## config.mk

```make
export PLATFORM = sky130hd
export DESIGN_NAME = text_cursor_ctrl
export DESIGN_NICKNAME = d
export VERILOG_FILES = /design/src/rtl/text_term_pkg.sv /design/src/rtl/text_addr_calc.sv /design/src/rtl/text_cursor_ctrl.sv
export SDC_FILE = /design/constraint.sdc
export NUM_CORES = 1
export LEC_CHECK = 0
export BUFFER_PORTS_ARGS = -buffer_cell sky130_fd_sc_hd__clkbuf_2
export CAP_MARGIN = 0
export CORE_UTILIZATION = 54
export DETAILED_ROUTE_END_ITERATION = 10
export PLACE_DENSITY = 0.85
export SLEW_MARGIN = 20
export SYNTH_ARGS = -nofsm -noshare
export SYNTH_HDL_FRONTEND = slang
export SYNTH_SLANG_ARGS = --single-unit
```

## constraint.sdc

```tcl
create_clock -name clk -period 5 [get_ports clk]
set_input_delay 0.75 -clock clk [delete_from_list [all_inputs] [get_ports clk]]
set_output_delay 0.75 -clock clk [all_outputs]
set_load 0.02 [all_outputs]
```

## src/rtl/text_term_pkg.sv

```systemverilog
`default_nettype none
//==============================================================================
// text_term_pkg - shared geometry, ASCII codes and FSM encoding for the text terminal. Rev 1.0
//==============================================================================
package text_term_pkg;

   localparam int COLS = 70;
   localparam int ROWS = 30;
   localparam int AW   = 12;

   localparam logic [7:0] ASCII_SPACE    = 8'h20;
   localparam logic [7:0] ASCII_CR       = 8'h0D;
   localparam logic [7:0] ASCII_BS       = 8'h08;
   localparam logic [7:0] ASCII_PRINT_LO = 8'h20;
   localparam logic [7:0] ASCII_PRINT_HI = 8'h7E;

   localparam logic [1:0] ST_INIT_CLR = 2'd0;
   localparam logic [1:0] ST_IDLE     = 2'd1;
   localparam logic [1:0] ST_WRITE    = 2'd2;
   localparam logic [1:0] ST_LINE_CLR = 2'd3;

   function automatic logic is_printable(input logic [7:0] c);
      return (c >= ASCII_PRINT_LO) && (c <= ASCII_PRINT_HI);
   endfunction

endpackage
`default_nettype wire

```

## src/rtl/text_addr_calc.sv

```systemverilog
`default_nettype none
//==============================================================================
// text_addr_calc - (row, col) to linear character RAM address, row*COLS as shift-add. Rev 1.0
//==============================================================================
module text_addr_calc #(
   parameter int COLS = text_term_pkg::COLS,
   parameter int AW   = text_term_pkg::AW
) (
   input  logic [4:0]    row,
   input  logic [6:0]    col,
   output logic [AW-1:0] addr
);

   localparam logic [31:0] COLS_BITS = COLS;

   logic [AW-1:0] row_mul;

   // One shifted copy of the row for every set bit of COLS.
   always_comb begin
      row_mul = '0;
      for (int i = 0; i < AW; i++) begin
         if (COLS_BITS[i]) begin
            row_mul = row_mul + (AW'(row) << i);
         end
      end
   end

   assign addr = row_mul + AW'(col);

endmodule
`default_nettype wire

```

## src/rtl/text_cursor_ctrl.sv

```systemverilog
`default_nettype none
//==============================================================================
// text_cursor_ctrl - keyboard-to-character-RAM writer with cursor, wrap and scroll. Rev 1.0
//==============================================================================
module text_cursor_ctrl #(
   parameter int COLS = text_term_pkg::COLS,
   parameter int ROWS = text_term_pkg::ROWS,
   parameter int AW   = text_term_pkg::AW
) (
   input  logic          clk,
   input  logic          rst,
   input  logic          key_valid,
   input  logic [7:0]    key_ascii,
   output logic          key_ready,
   output logic          wr_en,
   output logic [AW-1:0] wr_addr,
   output logic [7:0]    wr_data,
   output logic [4:0]    cur_row,
   output logic [6:0]    cur_col,
   output logic [4:0]    top_row,
   output logic          busy
);
   import text_term_pkg::*;

   localparam logic [AW-1:0] CELLS    = AW'(COLS * ROWS);
   localparam logic [AW-1:0] LINE_LEN = AW'(COLS);
   localparam logic [4:0]    LAST_ROW = 5'(ROWS - 1);
   localparam logic [6:0]    LAST_COL = 7'(COLS - 1);

   logic [1:0]    state;
   logic [AW-1:0] clr_cnt;
   logic [4:0]    clr_row;
   logic          scroll_pend;

   logic [5:0]    row_sum;
   logic [4:0]    phys_row;
   logic [4:0]    phys_prev;
   logic [4:0]    next_top;
   logic [4:0]    calc_row;
   logic [6:0]    calc_col;
   logic [AW-1:0] calc_addr;
   logic          accept;
   logic          is_pr;
   logic          is_cr;
   logic          is_bs;
   logic          at_last_row;

   assign key_ready   = (state == ST_IDLE);
   assign busy        = (state == ST_INIT_CLR) || (state == ST_LINE_CLR);
   assign accept      = key_valid && key_ready;
   assign is_pr       = is_printable(key_ascii);
   assign is_cr       = (key_ascii == ASCII_CR);
   assign is_bs       = (key_ascii == ASCII_BS);
   assign at_last_row = (cur_row == LAST_ROW);

   // Logical-to-physical row through the rotating top pointer, wrapped by compare.
   assign row_sum   = {1'b0, top_row} + {1'b0, cur_row};
   assign phys_row  = (row_sum >= 6'(ROWS)) ? 5'(row_sum - 6'(ROWS)) : row_sum[4:0];
   assign phys_prev = (phys_row == 5'd0) ? LAST_ROW : phys_row - 5'd1;
   assign next_top  = (top_row == LAST_ROW) ? 5'd0 : top_row + 5'd1;

   always_comb begin
      calc_row = phys_row;
      calc_col = cur_col;
      if (state == ST_LINE_CLR) begin
         calc_row = clr_row;
         calc_col = clr_cnt[6:0];
      end else if (state == ST_WRITE) begin
         calc_row = clr_row;
         calc_col = 7'd0;
      end else if (is_cr) begin
         calc_row = top_row;
         calc_col = 7'd0;
      end else if (is_bs && (cur_col != 7'd0)) begin
         calc_col = cur_col - 7'd1;
      end else if (is_bs) begin
         calc_row = phys_prev;
         calc_col = LAST_COL;
      end
   end

   text_addr_calc #(
      .COLS (COLS),
      .AW   (AW)
   ) u_addr_calc (
      .row  (calc_row),
      .col  (calc_col),
      .addr (calc_addr)
   );

   always_ff @(posedge clk or posedge rst) begin
      if (rst) begin
         state       <= ST_INIT_CLR;
         clr_cnt     <= '0;
         clr_row     <= 5'd0;
         scroll_pend <= 1'b0;
         wr_en       <= 1'b0;
         wr_addr     <= '0;
         wr_data     <= ASCII_SPACE;
         cur_row     <= 5'd0;
         cur_col     <= 7'd0;
         top_row     <= 5'd0;
      end else begin
         wr_en <= 1'b0;
         case (state)
            ST_INIT_CLR: begin
               if (clr_cnt == CELLS) begin
                  clr_cnt <= '0;
                  state   <= ST_IDLE;
               end else begin
                  wr_en   <= 1'b1;
                  wr_addr <= clr_cnt;
                  wr_data <= ASCII_SPACE;
                  clr_cnt <= clr_cnt + 1'b1;
               end
            end
            ST_IDLE: begin
               if (accept) begin
                  if (is_pr) begin
                     wr_en   <= 1'b1;
                     wr_addr <= calc_addr;
                     wr_data <= key_ascii;
                     state   <= ST_WRITE;
                     if (cur_col == LAST_COL) begin
                        cur_col <= 7'd0;
                        if (!at_last_row) begin
                           cur_row <= cur_row + 5'd1;
                        end else begin
                           top_row     <= next_top;
                           clr_row     <= top_row;
                           scroll_pend <= 1'b1;
                        end
                     end else begin
                        cur_col <= cur_col + 7'd1;
                     end
                  end else if (is_cr) begin
                     cur_col <= 7'd0;
                     if (!at_last_row) begin
                        cur_row <= cur_row + 5'd1;
                     end else begin
                        // The old top row becomes the new bottom; column 0 clears now.
                        top_row <= next_top;
                        clr_row <= top_row;
                        wr_en   <= 1'b1;
                        wr_addr <= calc_addr;
                        wr_data <= ASCII_SPACE;
                        clr_cnt <= AW'(1);
                        state   <= ST_LINE_CLR;
                     end
                  end else if (is_bs) begin
                     if (cur_col != 7'd0) begin
                        cur_col <= cur_col - 7'd1;
                        wr_en   <= 1'b1;
                        wr_addr <= calc_addr;
                        wr_data <= ASCII_SPACE;
                        state   <= ST_WRITE;
                     end else if (cur_row != 5'd0) begin
                        cur_row <= cur_row - 5'd1;
                        cur_col <= LAST_COL;
                        wr_en   <= 1'b1;
                        wr_addr <= calc_addr;
                        wr_data <= ASCII_SPACE;
                        state   <= ST_WRITE;
                     end
                  end
               end
            end
            ST_WRITE: begin
               if (scroll_pend) begin
                  scroll_pend <= 1'b0;
                  wr_en       <= 1'b1;
                  wr_addr     <= calc_addr;
                  wr_data     <= ASCII_SPACE;
                  clr_cnt     <= AW'(1);
                  state       <= ST_LINE_CLR;
               end else begin
                  state <= ST_IDLE;
               end
            end
            ST_LINE_CLR: begin
               if (clr_cnt == LINE_LEN) begin
                  clr_cnt <= '0;
                  state   <= ST_IDLE;
               end else begin
                  wr_en   <= 1'b1;
                  wr_addr <= calc_addr;
                  wr_data <= ASCII_SPACE;
                  clr_cnt <= clr_cnt + 1'b1;
               end
            end
            default: state <= ST_INIT_CLR;
         endcase
      end
   end

endmodule
`default_nettype wire
```

# Word-level counts from Yosys, hierarchy flattened
# Index checks and enable logic that the tools add are counted.
# W data, S select, Z words.
# totals
regBits	58
in_bits	11
# op_classes
add_sub_neg	12
n_lt_le_gt_ge	3
n_eq_ne	26
n_mux	91
reduce_logical	20
# op_table
op	n
$mux W12	17
$mux W5	23
$pmux W12 S4	2
$mux W8	10
$mux W7	11
$pmux W8 S4	1
$mux W2	10
$eq A8 B4 Y1 const B	2
$ne A2 B1 Y1 const B	8
$mux W1	14
$add A12 B1 Y12 const B	1
$add A12 B7 Y12	1
$add A8 B11 Y12	1
$eq A12 B12 Y1 const B	1
$eq A12 B7 Y1 const B	1
$reduce_and A6 Y1	2
$add A5 B1 Y5 const B	2
$eq A5 B5 Y1 const B	2
$reduce_and A5 Y1	2
$sub A5 B1 Y5 const B	2
$add A6 B7 Y8	1
$ge A8 B6 Y1 const B	1
$le A8 B7 Y1 const B	1
$ne A2 B2 Y1 const B	4
other kinds (26)	32

# Logic depth before layout (Yosys ltp)
# Gate-level depths: netlist of run 1.
# depth
ltp_word	20
mapped_depth	24

# Cells and area by module
# A second synthesis of run 1 with hierarchy kept.
# hier_totals
cells_unflattened	527
hier_area_um2	4593.2
# modules_own_cells
mod	instances	cells_per_inst	area_each_um2
text_cursor_ctrl	1	473	4129.0
text_addr_calc	1	54	464.2

# Least setup slack after synthesis of run 1
# OpenSTA, ideal clock, no wires.
# synth_path
kind	reg-to-reg
startpoint	reg top_row[0]
endpoint	reg wr_addr[8]
setup_ns	0.125
t_arrival_ns	5.223
t_required_ns	4.875
setup_slack_ns	-0.347
stages_incl_launch_ff	24
n_path_buf	0
synth_period_minus_slack_ns	5.347
path_cell_list	dfrtp_1 > ha_1 > fa_1 > xnor2_2 > inv_1 > ha_1 > inv_1 > nand2_1 > nor3_1 > a211o_1 > nand2b_1 > xor2_1 > nand2_1 > a31oi_1 > fa_1 > ha_1 > a21oi_1 > o21bai_1 > a21o_1 > inv_1 > maj3_2 > xor2_1 > o21ai_1 > mux2_2
# synth_between
elab_chain_len	20
elab_cells_between_ends	25
# synth_rtl
item	line	source
start: declaration	text_cursor_ctrl.sv:20	output logic [4:0] top_row,
start signal: assignment	text_cursor_ctrl.sv:129	top_row <= next_top;
start signal: assignment	text_cursor_ctrl.sv:142	top_row <= next_top;
$add A5 B5 Y6	text_cursor_ctrl.sv:57	assign row_sum = {1'b0, top_row} + {1'b0, cur_row};
$sub A5 B5 Y5 / $ge A6 B5 Y1 (equally long branches)	text_cursor_ctrl.sv:58	assign phys_row = (row_sum >= 6'(ROWS)) ? 5'(row_sum - 6'(ROWS)) : row_sum[4:0];
$mux W5	text_cursor_ctrl.sv:58	
$sub A5 B1 Y5 / $logic_not A5 Y1 (equally long branches)	text_cursor_ctrl.sv:59	assign phys_prev = (phys_row == 5'd0) ? LAST_ROW : phys_row - 5'd1;
$mux W5	text_cursor_ctrl.sv:59	
$mux W5	text_cursor_ctrl.sv:76	end else if (is_bs) begin
$mux W5	text_cursor_ctrl.sv:74	end else if (is_bs && (cur_col != 7'd0)) begin
$mux W5 *	text_cursor_ctrl.sv:71	end else if (is_cr) begin
[... 4 more ...]	n/a	
$add A12 B7 Y12 *	text_addr_calc.sv:28	assign addr = row_mul + AW'(col);
$mux W12	text_cursor_ctrl.sv:157	end else if (cur_row != 5'd0) begin
$mux W12	text_cursor_ctrl.sv:151	if (cur_col != 7'd0) begin
$mux W12	text_cursor_ctrl.sv:150	end else if (is_bs) begin
$mux W12	text_cursor_ctrl.sv:136	end else if (is_cr) begin
$mux W12	text_cursor_ctrl.sv:119	if (is_pr) begin
$mux W12	text_cursor_ctrl.sv:118	if (accept) begin
$pmux W12 S4 *	text_cursor_ctrl.sv:105	case (state)
end signal: assignment	text_cursor_ctrl.sv:112	wr_addr <= clr_cnt;
end signal: assignment	text_cursor_ctrl.sv:121	wr_addr <= calc_addr;
end signal: assignment	text_cursor_ctrl.sv:145	wr_addr <= calc_addr;
end: declaration	text_cursor_ctrl.sv:16	output logic [AW-1:0] wr_addr,
# Every way passes the cells marked *; elsewhere a longest branch is shown, timed or not. The select of a mux whose other input is x is not followed.
# A chain may end at the register's enable or synchronous reset.

# Worst setup path after layout of run 1
# Ends and elaborated chain as after synthesis.

==> results.toml, run 1 <==
[route]
num_vias = 5252
first_pass_iters = 6
drt_iter0_drc = 544
via_per_inst = 6.82
wl_per_cell_um = 19.8
wirelength_mm = 15.2
drc_errors = 0
postRouteAntennaNets = 0

[timing]
skew_ns = 0.0135
finalCritPeriodShare_pct = 104
worstMarginPinSlew_ns = 0.942
setup-violations-final = 4
slew_viol_final = 0
max_freq_mhz = 192
setup_slack_ns = -0.209
min_period_ns = 5.21
max_slew_margin_pct = 36.7
rsz0062_at_grt = "yes"
hold_violations = 0

[logic_synthesis]
synth_cells = 574
yosys.area.top_type = "dfrtp_1"
yosys-top-cells-count = "nand2_1, o21ai_0, dfrtp_1"
async_flop_share_pct = 100
synth-seq-area-share_pct = 30.8
synth-seq-cells = 58
synth.most_common_cell = "nand2_1"
yosys.area.top_type_share_pct = 30.2
ys_warn_count = 0
synth_nets = 621
synthTopCellsByArea = "dfrtp_1, ha_1, nand2_1"
netlist_area_sq_mm = 0.00472
synth_edf_count = 0
yosysUniqueCellTypes = 79
ys.flop_type = "dfrtp_1"
synth_area_per_cell_sq_um = 8.23

[clock_network]
numCtsBuffers = 9
htreeDepth = 3
clockBufferDepth = 2
clkTransAtPathRegs_ns = 0.08
cts_tree = "yes"
cts.sinks = 58
worstSkewPairLatency_ns = 0.36
cts_root_buf = "clkbuf_8"

[worst_hold_path]
hold_path.class = "reg2reg"
whs_endpoint = "wr_data[7]"
hold_depth = 1
holdCritStartpoint = "wr_data[7]"

[die]
die_h_um = 95.5
core_sq_mm = 0.00834
io_pins = 51
die_area_sq_mm = 0.00913
die_w_um = 95.5
initial_utilization_pct = 56.6
row_count = 33

[critical_path]
cp-end-kind = "flip-flop"
r2r-start = "top_row[0]"
critPathArrivalTime_ns = 5.46
critPathKind = "reg2reg"
reg2reg_to = "wr_addr[8]"
ff2ff_setup_slack_ns = -0.21
start_kind = "flip-flop"
worstSetupStartpoint = "top_row[0]"
ff2ff_path_depth = 21
cp.required_ns = 5.25
path_max_fanout = 4

[global_routing]
gr-total-overflow = 0
grt_use_total_pct = 31.7
grt_antenna_before_repair = 0
grt_pass1_vias = 4749
grt_max_degree = 59
grt_pass1_wl_mm = 22.2

[place]
pre_cts_ws_ns = -0.0977
io_buffer_count = 50
dp_hpwl_mm = 9.76
gp_congestion = 1.07

[run_status]
status = "complete, but fails checks"
violations = "negative setup slack"

[cells_and_area]
syn_to_final_growth_pct = 24.0
drive_gt1_share_pct = 25.4
antennaDiodeCount = 0
finalNetCount = 707

[job]
max-cap-violations = 0
cells in the final DEF, fill, tap and decap left out, drive strengths merged, types with 6 or more instances in the layout:
| cell | n |
|---|---|
| clkbuf | 59 |
| xnor2 | 14 |
| nor2 | 50 |
| nand2 | 86 |
| nand3 | 16 |
| a21oi | 35 |
| a21o | 8 |
| dfrtp | 57 |
| a211oi | 9 |
| o31ai | 9 |
| a31oi | 8 |
| nor3 | 13 |
| o21ai | 62 |
| and3 | 7 |
| inv | 25 |
| buf | 48 |
| xor2 | 6 |
| a2111oi | 7 |
| ha | 33 |
| nand4 | 9 |
sequential cells by signal (all words and copies together), names as in the netlist:
name,flops
clr_cnt,12
wr_addr,12
wr_data,8
cur_col,7
clr_row,5
cur_row,5
top_row,5
state,2
scroll_pend,1
wr_en,1
through the flow:
stage | hold slack (ns) | setup TNS, ns | instance area [sq um] | std cells | utilization [%]
3_3_place_gp | 0.463 | 0 | 5290 | 737 | 63.4
5_1_grt | 0.511 | -1.18 | 5860 | 770 | 70.2
4_1_cts | 0.482 | 0 | 5620 | 759 | 67.4
6_report | 0.487 | -0.514 | 5860 | 770 | 70.2
3_5_place_dp | 0.465 | -0.0977 | 5290 | 737 | 63.4
2_1_floorplan | 0.439 | 0 | 4760 | 574 | -
kinds of logic (layout without fill, tap and decap cells):
kind of cell | Yosys count | count (layout) | share of synthesized area (%)
AOI/OAI and AO/OA | 186 | 186 | 27.0
muxes | 6 | 6 | 1.32
DFF | 58 | 58 | 30.8
adders and majority gates | 37 | 37 | 10.3
and+or+nand+nor | 221 | 221 | 23.1
buffers and inverters | 46 | 137 | 3.76
xor gates and xnor gates | 20 | 20 | 3.87
worst max path at each step:
stage                 endpoint  depth (start not counted)
detailed placement  wr_addr[8]                         23
floorplan           wr_addr[8]                         23
CTS                 wr_addr[8]                         20
global placement    wr_addr[8]                         23
finish              wr_addr[8]                         21
global route        wr_addr[7]                         24
layout make-up:
type,instances,area [sq um]
fillers,603,2480
repair buffers,98,631
clock buffers,9,124
well taps,105,131
clock inverters,7,124
flip-flops and latches,58,1460
multi-input cells,470,3300
inverters,23,86.3
repair_timing:
action                     CTS  global route
gates resized for setup      6            35
hold buffers                 0             0
buffers inserted             6            11
pin swaps                    8            28
setup endpoints to repair    3             6
metal layers:
layer | wire [um] | vias up | track usage, % | part of all wire, %
li1 | - | 2287 | - | -
met2 | 7010 | 417 | 50.6 | 46
met1 | 5770 | 2431 | 40.3 | 38
met3 | 1570 | 117 | 7.66 | 10
met4 | 866 | 0 | 14.6 | 5.7
met5 | 0 | - | 0 | 0
critical path, stage by stage, from the launching register on:
cell	delay, ns
dfrtp_2	0.43
ha_4	0.17
fa_2	0.42
xnor2_4	0.31
buf_12	0.15
nand2_1	0.07
a2111oi_1	0.67
a311oi_2	0.17
a211oi_2	0.26
xor2_1	0.13
a21oi_1	0.27
xnor2_1	0.12
ha_1	0.33
ha_4	0.28
inv_2	0.06
o21bai_4	0.15
a21o_1	0.17
inv_2	0.04
maj3_2	0.29
xor2_1	0.20
o21ai_1	0.10
mux2_4	0.30
Power of run 1 is not shown: default switching activity piles up to over one toggle a cycle in this logic, so the estimate is an artifact.
==> run 2, diff against run 1 <==
- CORE_UTILIZATION: 54 -> 50
- PLACE_DENSITY: 0.85 -> 0.8
==> run 2 against run 1 <==
Effect of this change:
- the flow now finishes without violations
- register-to-register slack improved by 0.23 ns
- first-iteration DRC count is 17% lower
- final area down 1.9%
- clock skew shrank 0.0022 ns
- sequential cell count unchanged
- core utilization fell by 7.7 points
- critical path depth increased by 2
- routed wire length is 11% lower
- die area grew 7.8%
==> results.toml, run 2 (synthesized netlist as in run 1, its figures left out) <==
[run_status]
status = "finished, final reports clean"

[timing]
setup_tns_ns = 0
rsz0062_at_grt = "yes"
setup-violations-final = 0
max_freq_mhz = 201
min_period_ns = 4.98
setup_slack_ns = 0.0246
hold_violations = 0
slew_viol_final = 0
skew_ns = 0.0112
worstMarginPinSlew_ns = 0.905
finalCritPeriodShare_pct = 99.5
whs_ns = 0.485
max_slew_margin_pct = 39.7

[power_and_ir_drop]
p_comb_share_pct = 76.5
report.power.total_mw = 5.02
powerDensity_mw_per_mm2 = 874
vdd.ir_drop.worst_mv = 0.522
pwr-share-clk_pct = 8.1
p_sw_mw = 2.48
seq_power_share_pct = 15.4
switching_share_pct = 49.4
p_int_mw = 2.54
leakagePower_nw = 2.58

[cells_and_area]
fillers = 752
stdcell_count = 774
largest_registers = "clr_cnt x12, wr_addr x12, wr_data x8"
syn_to_final_growth_pct = 21.7
postLayoutCellArea_sq_mm = 0.00575
post-route-util_pct = 62.5
drive_gt1_share_pct = 23.4
mostFrequentLayoutCells = "nand2_1, o21ai_0, dfrtp_1"
antennaDiodeCount = 0
layout_commonest_cell = "nand2_1"
finalNetCount = 705

[place]
pre_cts_ws_ns = -0.0871
dp_hpwl_mm = 9.52
place_area_sq_mm = 0.00529
place_inst = 742
gp_congestion = 0.962
io_buffer_count = 50

[global_routing]
grt_use_total_pct = 27.2
grt_antenna_before_repair = 0
gr-total-overflow = 0
grt_pass1_wl_mm = 21.4
grt_max_degree = 59
grt_pass1_vias = 4548

[clock_network]
clkTransAtPathRegs_ns = 0.07
cts_root_buf = "clkbuf_8"
worstSkewPairLatency_ns = 0.36
numCtsBuffers = 9
ctsHoldBuffers = 0
cts.sinks = 58
htreeDepth = 3
cts_tree = "yes"
clockBufferDepth = 2

[worst_hold_path]
hold_path.class = "reg2reg"
whs_endpoint = "wr_data[5]"
holdCritStartpoint = "wr_data[5]"
hold_depth = 2

[critical_path]
critPathKind = "reg2reg"
critPathArrivalTime_ns = 5.27
r2r-start = "top_row[0]"
critPathTopFamily = "adder cells"
path_buf_inv = 3
ff2ff_setup_slack_ns = 0.02
critPathMaxStageDelay_ns = 0.50
worst_path_max_delay_cell = "or4_1"
reg2reg_to = "wr_addr[9]"
path_cells = "ha_4 > fa_2 > xnor2_4 > inv_2 > ha_4 > inv_1 > nand2_1 > nor3_1 > a211o_1 > nand2b_1 > xor2_1 > nand2_1 > a31oi_4 > fa_1 > ha_4 > buf_4 > a21oi_1 > o21bai_1 > a21oi_1 > a21oi_1 > o21ai_1 > or4_1 > nand3_1"
path_max_fanout = 4
start_kind = "flip-flop"
cp.required_ns = 5.29
cp-end-kind = "flip-flop"
ff2ff_path_depth = 23

[job]
max-cap-violations = 0

[route]
wl_per_cell_um = 17.4
drt_iter0_drc = 454
postRouteAntennaNets = 0
wirelength_mm = 13.5
drc_errors = 0
via_per_inst = 6.30
first_pass_iters = 5
num_vias = 4880

[die]
core_sq_mm = 0.00920
die_w_um = 99.2
die_area_sq_mm = 0.00984
io_pins = 51
die_h_um = 99.2
row_count = 35
initial_utilization_pct = 51.4
==> run 2: how the worst max path moves through the flow <==
stage	startpoint	to	slack [ns]	cells after the start
detailed placement	cur_row[0]	wr_addr[8]	-0.09	23
global placement	cur_row[0]	wr_addr[8]	0.05	23
global route	top_row[0]	wr_addr[8]	-0.22	23
CTS	cur_row[0]	wr_addr[8]	0.01	21
finish	top_row[0]	wr_addr[9]	0.02	23
floorplan	top_row[0]	wr_addr[8]	0.009	23
==> run 2: layout make-up <==
type | count | area, sq um | area share (%)
Timing Repair Buffer | 96 | 611 | 10.6
Multi-Input combinational cell | 470 | 3280 | 57.0
Clock inverter | 6 | 42.5 | 0.740
Clock buffer | 10 | 138 | 2.39
Tap cell | 111 | 139 | 2.42
Inverter | 23 | 86.3 | 1.50
Sequential cell | 58 | 1460 | 25.3
==> run 2: repair_timing <==
action / CTS / global route
endpoints found under the setup margin: 2 / 6
endpoints found under the hold margin: 0 / 0
pin swaps: 6 / 24
buffers inserted: 6 / 10
resized for setup: 4 / 25
==> run 2: layer usage <==
layer	GRT usage [%]	up-vias	share of wire, %
li1	-	2280	-
met1	36.6	2281	42
met2	43.5	272	46
met3	4.99	47	8.6
met4	11.0	0	3.0
met5	0	-	0
==> run 2: worst register-to-register path: stages (launching register included) <==
cell      delay, ns
dfrtp_2        0.43
ha_4           0.18
fa_2           0.42
xnor2_4        0.26
inv_2          0.10
ha_4           0.26
inv_1          0.10
nand2_1        0.10
nor3_1         0.21
a211o_1        0.19
nand2b_1       0.10
xor2_1         0.15
nand2_1        0.10
a31oi_4        0.20
fa_1           0.46
ha_4           0.30
buf_4          0.11
a21oi_1        0.10
o21bai_1       0.14
a21oi_1        0.11
a21oi_1        0.15
o21ai_1        0.11
or4_1          0.51
nand3_1        0.11
==> run 2: power by group through the flow <==
stage	logic (mW)	registers (mW)	clock network (mW)
after floorplan	2.18	0.876	0
after detailed placement	3.16	0.774	0
after CTS	3.26	0.766	0.413
after global placement	3.04	0.768	0
final	3.84	0.772	0.409
after global routing	4.17	0.794	0.434
(Power assumes the default switching activity.)
